--- src/rtl/pxy_arbiter.sv ---
// -----------------------------------------------------------------------------
// pxy_arbiter
//
// Two-requester arbiter for a shared peripheral proxy bus. Requester 0 is the
// EU SFR proxy path, requester 1 the debug/loader master. Each transaction runs
// IDLE -> SETUP -> STROBE -> DONE -> IDLE. In SETUP the address and write data
// are presented. In STROBE a single-cycle PXY_WR or PXY_RD pulse is issued. In
// DONE the winner gets a one-cycle READY, with read data on its RDATA.
//
// Configuration macro:
//   PXY_ARB_RR_EN  defined   -> simultaneous requests granted round-robin
//                  undefined -> requester 0 always wins simultaneous requests
//
// Ports:
//   CORE_CLK, RST_n            clock, asynchronous active-low reset
//   Mx_VALID/WR/ADDR/WDATA     requester x transaction request (held until READY)
//   Mx_READY, Mx_RDATA         requester x completion pulse and read data
//   PXY_ADDR, PXY_DOUT         shared peripheral address / write data
//   PXY_WR, PXY_RD             peripheral write / read strobes
//   PXY_DIN                    peripheral read data (combinational from PXY_ADDR)
//   ARB_GNT                    one-hot bus owner, 00 when idle
// -----------------------------------------------------------------------------
module pxy_arbiter #(
    parameter int ADDR_W = 8,
    parameter int DATA_W = 8
) (
    input  logic              CORE_CLK,
    input  logic              RST_n,
    input  logic              M0_VALID,
    input  logic              M0_WR,
    input  logic [ADDR_W-1:0] M0_ADDR,
    input  logic [DATA_W-1:0] M0_WDATA,
    output logic              M0_READY,
    output logic [DATA_W-1:0] M0_RDATA,
    input  logic              M1_VALID,
    input  logic              M1_WR,
    input  logic [ADDR_W-1:0] M1_ADDR,
    input  logic [DATA_W-1:0] M1_WDATA,
    output logic              M1_READY,
    output logic [DATA_W-1:0] M1_RDATA,
    output logic [ADDR_W-1:0] PXY_ADDR,
    output logic [DATA_W-1:0] PXY_DOUT,
    output logic              PXY_WR,
    output logic              PXY_RD,
    input  logic [DATA_W-1:0] PXY_DIN,
    output logic [1:0]        ARB_GNT
);

    typedef enum logic [1:0] {
        IDLE   = 2'd0,
        SETUP  = 2'd1,
        STROBE = 2'd2,
        DONE   = 2'd3
    } state_t;

    state_t            state_q;
    logic              wr_q;
    logic [1:0]        gnt_q;
    logic [ADDR_W-1:0] addr_q;
    logic [DATA_W-1:0] dout_q;
    logic              pxy_wr_q;
    logic              pxy_rd_q;
    logic              m0_ready_q;
    logic              m1_ready_q;
    logic [DATA_W-1:0] m0_rdata_q;
    logic [DATA_W-1:0] m1_rdata_q;

`ifdef PXY_ARB_RR_EN
    // 1 when requester 1 was granted most recently.
    logic              last_q;
`endif

    // Winner selection, only consumed in IDLE.
    logic              win1;
    logic              any_valid;
    logic              sel_wr;
    logic [ADDR_W-1:0] sel_addr;
    logic [DATA_W-1:0] sel_wdata;

    always_comb begin
        any_valid = M0_VALID | M1_VALID;
`ifdef PXY_ARB_RR_EN
        // On contention the requester not served last wins.
        win1 = M1_VALID & (~M0_VALID | ~last_q);
`else
        win1 = M1_VALID & ~M0_VALID;
`endif
        sel_wr    = win1 ? M1_WR    : M0_WR;
        sel_addr  = win1 ? M1_ADDR  : M0_ADDR;
        sel_wdata = win1 ? M1_WDATA : M0_WDATA;
    end

    always_ff @(posedge CORE_CLK or negedge RST_n) begin
        if (!RST_n) begin
            state_q    <= IDLE;
            wr_q       <= 1'b0;
            gnt_q      <= 2'b00;
            addr_q     <= '0;
            dout_q     <= '0;
            pxy_wr_q   <= 1'b0;
            pxy_rd_q   <= 1'b0;
            m0_ready_q <= 1'b0;
            m1_ready_q <= 1'b0;
            m0_rdata_q <= '0;
            m1_rdata_q <= '0;
`ifdef PXY_ARB_RR_EN
            last_q     <= 1'b1;
`endif
        end else begin
            case (state_q)
                IDLE: begin
                    if (any_valid) begin
                        wr_q    <= sel_wr;
                        addr_q  <= sel_addr;
                        dout_q  <= sel_wdata;
                        gnt_q   <= win1 ? 2'b10 : 2'b01;
`ifdef PXY_ARB_RR_EN
                        last_q  <= win1;
`endif
                        state_q <= SETUP;
                    end
                end
                SETUP: begin
                    pxy_wr_q <= wr_q;
                    pxy_rd_q <= ~wr_q;
                    state_q  <= STROBE;
                end
                STROBE: begin
                    pxy_wr_q   <= 1'b0;
                    pxy_rd_q   <= 1'b0;
                    m0_ready_q <= gnt_q[0];
                    m1_ready_q <= gnt_q[1];
                    // Read data is sampled at the end of the strobe cycle.
                    if (!wr_q) begin
                        if (gnt_q[1]) begin
                            m1_rdata_q <= PXY_DIN;
                        end else begin
                            m0_rdata_q <= PXY_DIN;
                        end
                    end
                    state_q <= DONE;
                end
                DONE: begin
                    m0_ready_q <= 1'b0;
                    m1_ready_q <= 1'b0;
                    gnt_q      <= 2'b00;
                    state_q    <= IDLE;
                end
                default: begin
                    state_q <= IDLE;
                end
            endcase
        end
    end

    assign PXY_ADDR = addr_q;
    assign PXY_DOUT = dout_q;
    assign PXY_WR   = pxy_wr_q;
    assign PXY_RD   = pxy_rd_q;
    assign ARB_GNT  = gnt_q;
    assign M0_READY = m0_ready_q;
    assign M1_READY = m1_ready_q;
    assign M0_RDATA = m0_rdata_q;
    assign M1_RDATA = m1_rdata_q;

endmodule

--- config.mk ---
export PLATFORM = sky130hd
export DESIGN_NAME = pxy_arbiter
export DESIGN_NICKNAME = d
export VERILOG_FILES = /design/src/rtl/pxy_arbiter.sv
export SDC_FILE = /design/constraint.sdc
export NUM_CORES = 1
export LEC_CHECK = 0
export BUFFER_PORTS_ARGS = -buffer_cell sky130_fd_sc_hd__buf_4
export CAP_MARGIN = 0
export CORE_MARGIN = 5
export CORE_UTILIZATION = 46
export CTS_CLUSTER_SIZE = 25
export DETAILED_ROUTE_END_ITERATION = 10
export PLACE_DENSITY = 0.79
export SETUP_SLACK_MARGIN = 0.4
export SLEW_MARGIN = 20
export SYNTH_ARGS = -nofsm -noshare
export SYNTH_HDL_FRONTEND = slang
export SYNTH_SLANG_ARGS = --single-unit
--- constraint.sdc ---
create_clock -name CORE_CLK -period 2.2 [get_ports CORE_CLK]
set_clock_uncertainty 0.2 [all_clocks]
set_input_delay 0 -clock CORE_CLK [delete_from_list [all_inputs] [get_ports CORE_CLK]]
set_output_delay 0 -clock CORE_CLK [all_outputs]
set_load 0.05 [all_outputs]
**Word level (Yosys, flattened, before mapping)**

Cells that the tools add are included.

- Output and inout port bits: 38
- Logic and storage cells: 40
- Input port bits: 46
- Register bits after elaboration: 41

- Equality and inequality tests: 4
- Reduce and logical (&&, ||, !) cells: 8
- Mux-type cells: 12
- Bitwise gates (word level): 5

Operators with widths:

| kind | number |
|---|---|
| $mux W8 | 2 |
| $pmux W1 S2 | 4 |
| $pmux W2 S4 | 1 |
| $mux W2 | 3 |
| $reduce_and A3 Y1 | 2 |
| $reduce_bool A2 Y1 | 3 |
| $eq A2 B2 Y1 const B | 2 |
| $pmux W2 S2 | 1 |
| $reduce_and A2 Y1 | 2 |
| $not A1 Y1 | 3 |
| $eq A2 B1 Y1 const B | 1 |
| $logic_not A2 Y1 | 1 |
| $ne A2 B2 Y1 const B | 1 |
| $and A1 B1 Y1 | 1 |
| $mux W1 | 1 |
| $or A1 B1 Y1 | 1 |

**Logic depth before layout (Yosys ltp)**

- Depth after elaboration: 5
- Mapped depth: 7
- Depth with buffers taken out: 5

**Least setup slack after synthesis**

Ideal clock, no wire load.

- Path type: reg2reg
- Start: register state_q[0]
- End: register m0_rdata_q[0], in the netlist M0_RDATA[0]
- Slack: 435 ps
- Library setup time: 125 ps
- Buffers on the path: 1
- Stages on the path, launching flop included: 6
- Data required time: 1875 ps
- Clock period less this slack: 1765 ps
- Data arrival time: 1440 ps
- Cells stage by stage: dfrtp_1 inv_1 ha_1 buf_6 nor3b_4 mux2_2

- Cells in the longest elaborated chain, start to end: 2

RTL lines:

| what | RTL line | RTL |
|---|---|---|
| from (decl) | 56 | `state_t state_q;` |
| from (signal assigned) | 95 | `state_q <= IDLE;` |
| from (signal assigned) | 120 | `state_q <= SETUP;` |
| from (signal assigned) | 126 | `state_q <= STROBE;` |
| $eq A2 B2 Y1 | 110 | `case (state_q)` |
| $reduce_and A3 Y1 (no source line) | - |  |
| to (signal assigned) | 104 | `m0_rdata_q <= '0;` |
| to (signal assigned) | 138 | `m0_rdata_q <= PXY_DIN;` |
| to (decl) | 65 | `logic [DATA_W-1:0] m0_rdata_q;` |

No other way between the ends.
A chain may end at the register's enable or synchronous reset.

**Final worst setup path**

- Start: input M1_VALID
- End: register addr_q[7], in the netlist PXY_ADDR[7]

- Cells in the longest elaborated chain, start to end: 2
- Elaborated cells between the ends (all ways): 4
- Those cells by class: 1 x mux; 2 x bitwise; 1 x reduce/logical

RTL lines:

| what | RTL line | RTL |
|---|---|---|
| from (decl) | 35 | `input logic M1_VALID,` |
| $and A1 B1 Y1 / $or A1 B1 Y1 (equally long branches) | 86, 81 |  |
| $mux W8 / $reduce_and A2 Y1 (equally long branches) | - |  |
| to (signal assigned) | 114 | `addr_q <= sel_addr;` |
| to (decl) | 59 | `logic [ADDR_W-1:0] addr_q;` |

Several ways; a longest one is shown, not always the timed one.

==> out/metrics.yaml <==
status: "finished clean"
cp-start-kind: "primary input"
layout_setup_ws_ns: 0.3621
clock_latency_ns: 0.29
ant_nets: 0
crit_fanout: 18
worstReg2RegStart: "state_q[0]$_DFFE_PN0P_"
routed-via-count: 1763
grt_max_degree: 42
nFillCells: 203
antenna_found_initial: 0
avgRoutedWirePerCell_um: 17.72
power_density_nw_per_um2: 1574
critPathRequiredTime_ns: 2.16
root_buffer: "clkbuf_8"
p_leak_uw: 0.001400
worst_slew_pin_slew_ns: 0.6048
reg2reg_setup_slack_ns: 0.37
ys_warn_count: 0
grt_first_pass_wirelength_mm: 8.866
synth_area_leader_cell: "dfrtp_1"
synth_top_family_by_area: "multiplexers"
cts_tree: "yes"
final.setup.tns_ns: 0
cts_buffer_depth: 2
avgSynthCellArea_um2: 11.88
grt_pass1_vias: 1857
drt-total-wl_mm: 5.865
yosys.area_share.simple_pct: 12.30
synth_cells: 149
synth_area_leaders: "dfrtp_1 58%, mux2_2 11%, nor2_1 8.5%"
rsz0062_at_grt: "true"
synth_xor_area_share_pct: 0
h-tree-depth: 2
diodes: 0
final_hold_viol_count: 0
synthToLayoutAreaGrowth_pct: 70.60
initial_utilization_pct: 48.00
finalInstanceArea_um2: 3020
synth.distinct_cells: 21
clk_pin_slew_ns: 0.08
overflow: 0
critPathKind: "in2reg"
cts_made_buffers: 5
num_io_pins: 84
yosys.area.top_type_share_pct: 57.95
drtPass1Iterations: 5
drtIter0Drc: 107
fp.dieH_um: 72.04
clock.fmax_ghz: 0.5441
dp_slack_ns: 0.3318
placementRows: 22
cts_sinks: 41
r2r_cells: 6
crit_path_end_kind: "flop"
period_share_pct: 83.54
muxShareOfSynthArea_pct: 13.14
cp.arrival_ns: 1.80
ys_seq_area_share_pct: 57.95
total_power_uw: 4753
hold_slack_ns: 0.02844
holdCritPathClass: "in2async"
maxSlewViolCount: 0
io_buffers: 83
drc: 0
layout-drive-gt1-share_pct: 42.76
coreArea_um2: 3689
dieArea_um2: 5190
maxCapViolCount: 0
reg2reg_to: "PXY_ADDR[7]$_DFFE_PN0P_"
nets: 332
synth_nets: 199
synthAdderAreaFrac_pct: 2.827
relSlewSlack_pct: 59.43
place.gp.congestion: 0.7407
placed_area_um2: 2432
vdd_drop_max_v: 0.0009547
setup_violations: 0
ys_ff_latch: 41
dpl.hpwl_mm: 3.286
avgViaCountPerCell: 5.326
grt_usage_pct: 21.98
die_w_um: 72.04
netlist_area_um2: 1770
synth_compound_area_share_pct: 10.46
fin_crit_ns: 1.838
## cells in the final DEF, fill, tap and decap left out, types with 3 or more instances in the layout
cell / synthesis / layout
buf_4: 1 / 88
dlygate4sd3_1: 0 / 45
dfrtp_1: 41 / 41
nor2_1: 40 / 40
mux2_2: 18 / 18
o32ai_1: 17 / 12
o32ai_2: 0 / 5
clkbuf_8: 0 / 5
inv_1: 3 / 3
mux2i_1: 3 / 3
ha_1: 4 / 3
clkbuf_1: 0 / 3
## worst max path at each step
stage,slack [ns],from,depth (start not counted),endpoint
floorplan,0.43,state_q[0]$_DFFE_PN0P_,5,M0_RDATA[0]$_DFFE_PN0P_
global placement,0.37,state_q[0]$_DFFE_PN0P_,5,PXY_DOUT[0]$_DFFE_PN0P_
detailed placement,0.33,state_q[1]$_DFFE_PN0P_,5,ARB_GNT[0]$_DFFE_PN0P_
CTS,0.43,state_q[0]$_DFFE_PN0P_,6,PXY_DOUT[1]$_DFFE_PN0P_
global route,0.35,state_q[0]$_DFFE_PN0P_,6,PXY_ADDR[7]$_DFFE_PN0P_
finish,0.36,M1_VALID,5,PXY_ADDR[7]$_DFFE_PN0P_
## worst max-delay path, stage by stage
cell and delay [ns]:
dlygate4sd3_1 0.53, buf_4 0.13, clkinv_1 0.48, o32ai_1 0.53
nor2_1 0.13
## what timing repair did
item | in CTS | in global routing
hold buffers | 46 | 0
endpoints found under the setup margin | 26 | 18
gates resized for setup | 1 | 6
endpoints found under the hold margin | 78 | 0
buffers inserted | 2 | 0
## registers in the layout (all words and copies together) (netlist names), 2 cells and up
| signal | count |
|---|---|
| PXY_DOUT | 8 |
| M0_RDATA | 8 |
| state_q | 2 |
| PXY_ADDR | 8 |
| ARB_GNT | 2 |
| M1_RDATA | 8 |
## synth_stat cells, drive strengths merged
cell type	count
a31o	1
o32ai	17
mux2i	3
nor2	40
a21oi	2
o21ai	2
nor3b	1
nand2	3
inv	3
nor2b	1
dfrtp	41
clkinv	1
o21a	1
buf	7
ha	4
mux2	18
nand3b	2
nand2b	2
## power by group
part	switching [uW]	total, uW	internal, uW
sequential	256	1390	1130
combinational	1910	2900	991
clock	239	465	225
## kinds of logic after synthesis
kind of cell	after synthesis
and+or+nand+nor	49
AOI/OAI and AO/OA	23
adders and majority gates	4
buffers and inverters	11
DFF	41
muxes	21
## routing by layer
layer / wire (um) / track usage (%) / vias to the layer above
met3: 670 / 7.341 / 15
li1: - / - / 792
met5: 0 / 0 / -
met1: 2268 / 26.39 / 825
met2: 2796 / 36.53 / 131
met4: 129 / 8.559 / 0
## area by class of cell
class                   count  area [um^2]  share of cell area, %
well taps                  48        60.06                  1.988
inverters                   4        15.01                 0.4971
clock buffers               8        80.08                  2.651
repair buffers            133         1111                  36.79
multi-input cells          97        728.2                  24.11
flip-flops and latches     41         1026                  33.97
## through the flow
step | std cells | util, %
3_5_place_dp | 276 | 65.94
3_3_place_gp | 276 | 65.94
4_1_cts | 332 | 81.07
6_report | 331 | 81.89
2_1_floorplan | 149 | -
5_1_grt | 331 | 81.89
Power figures use the tool's default switching activity.
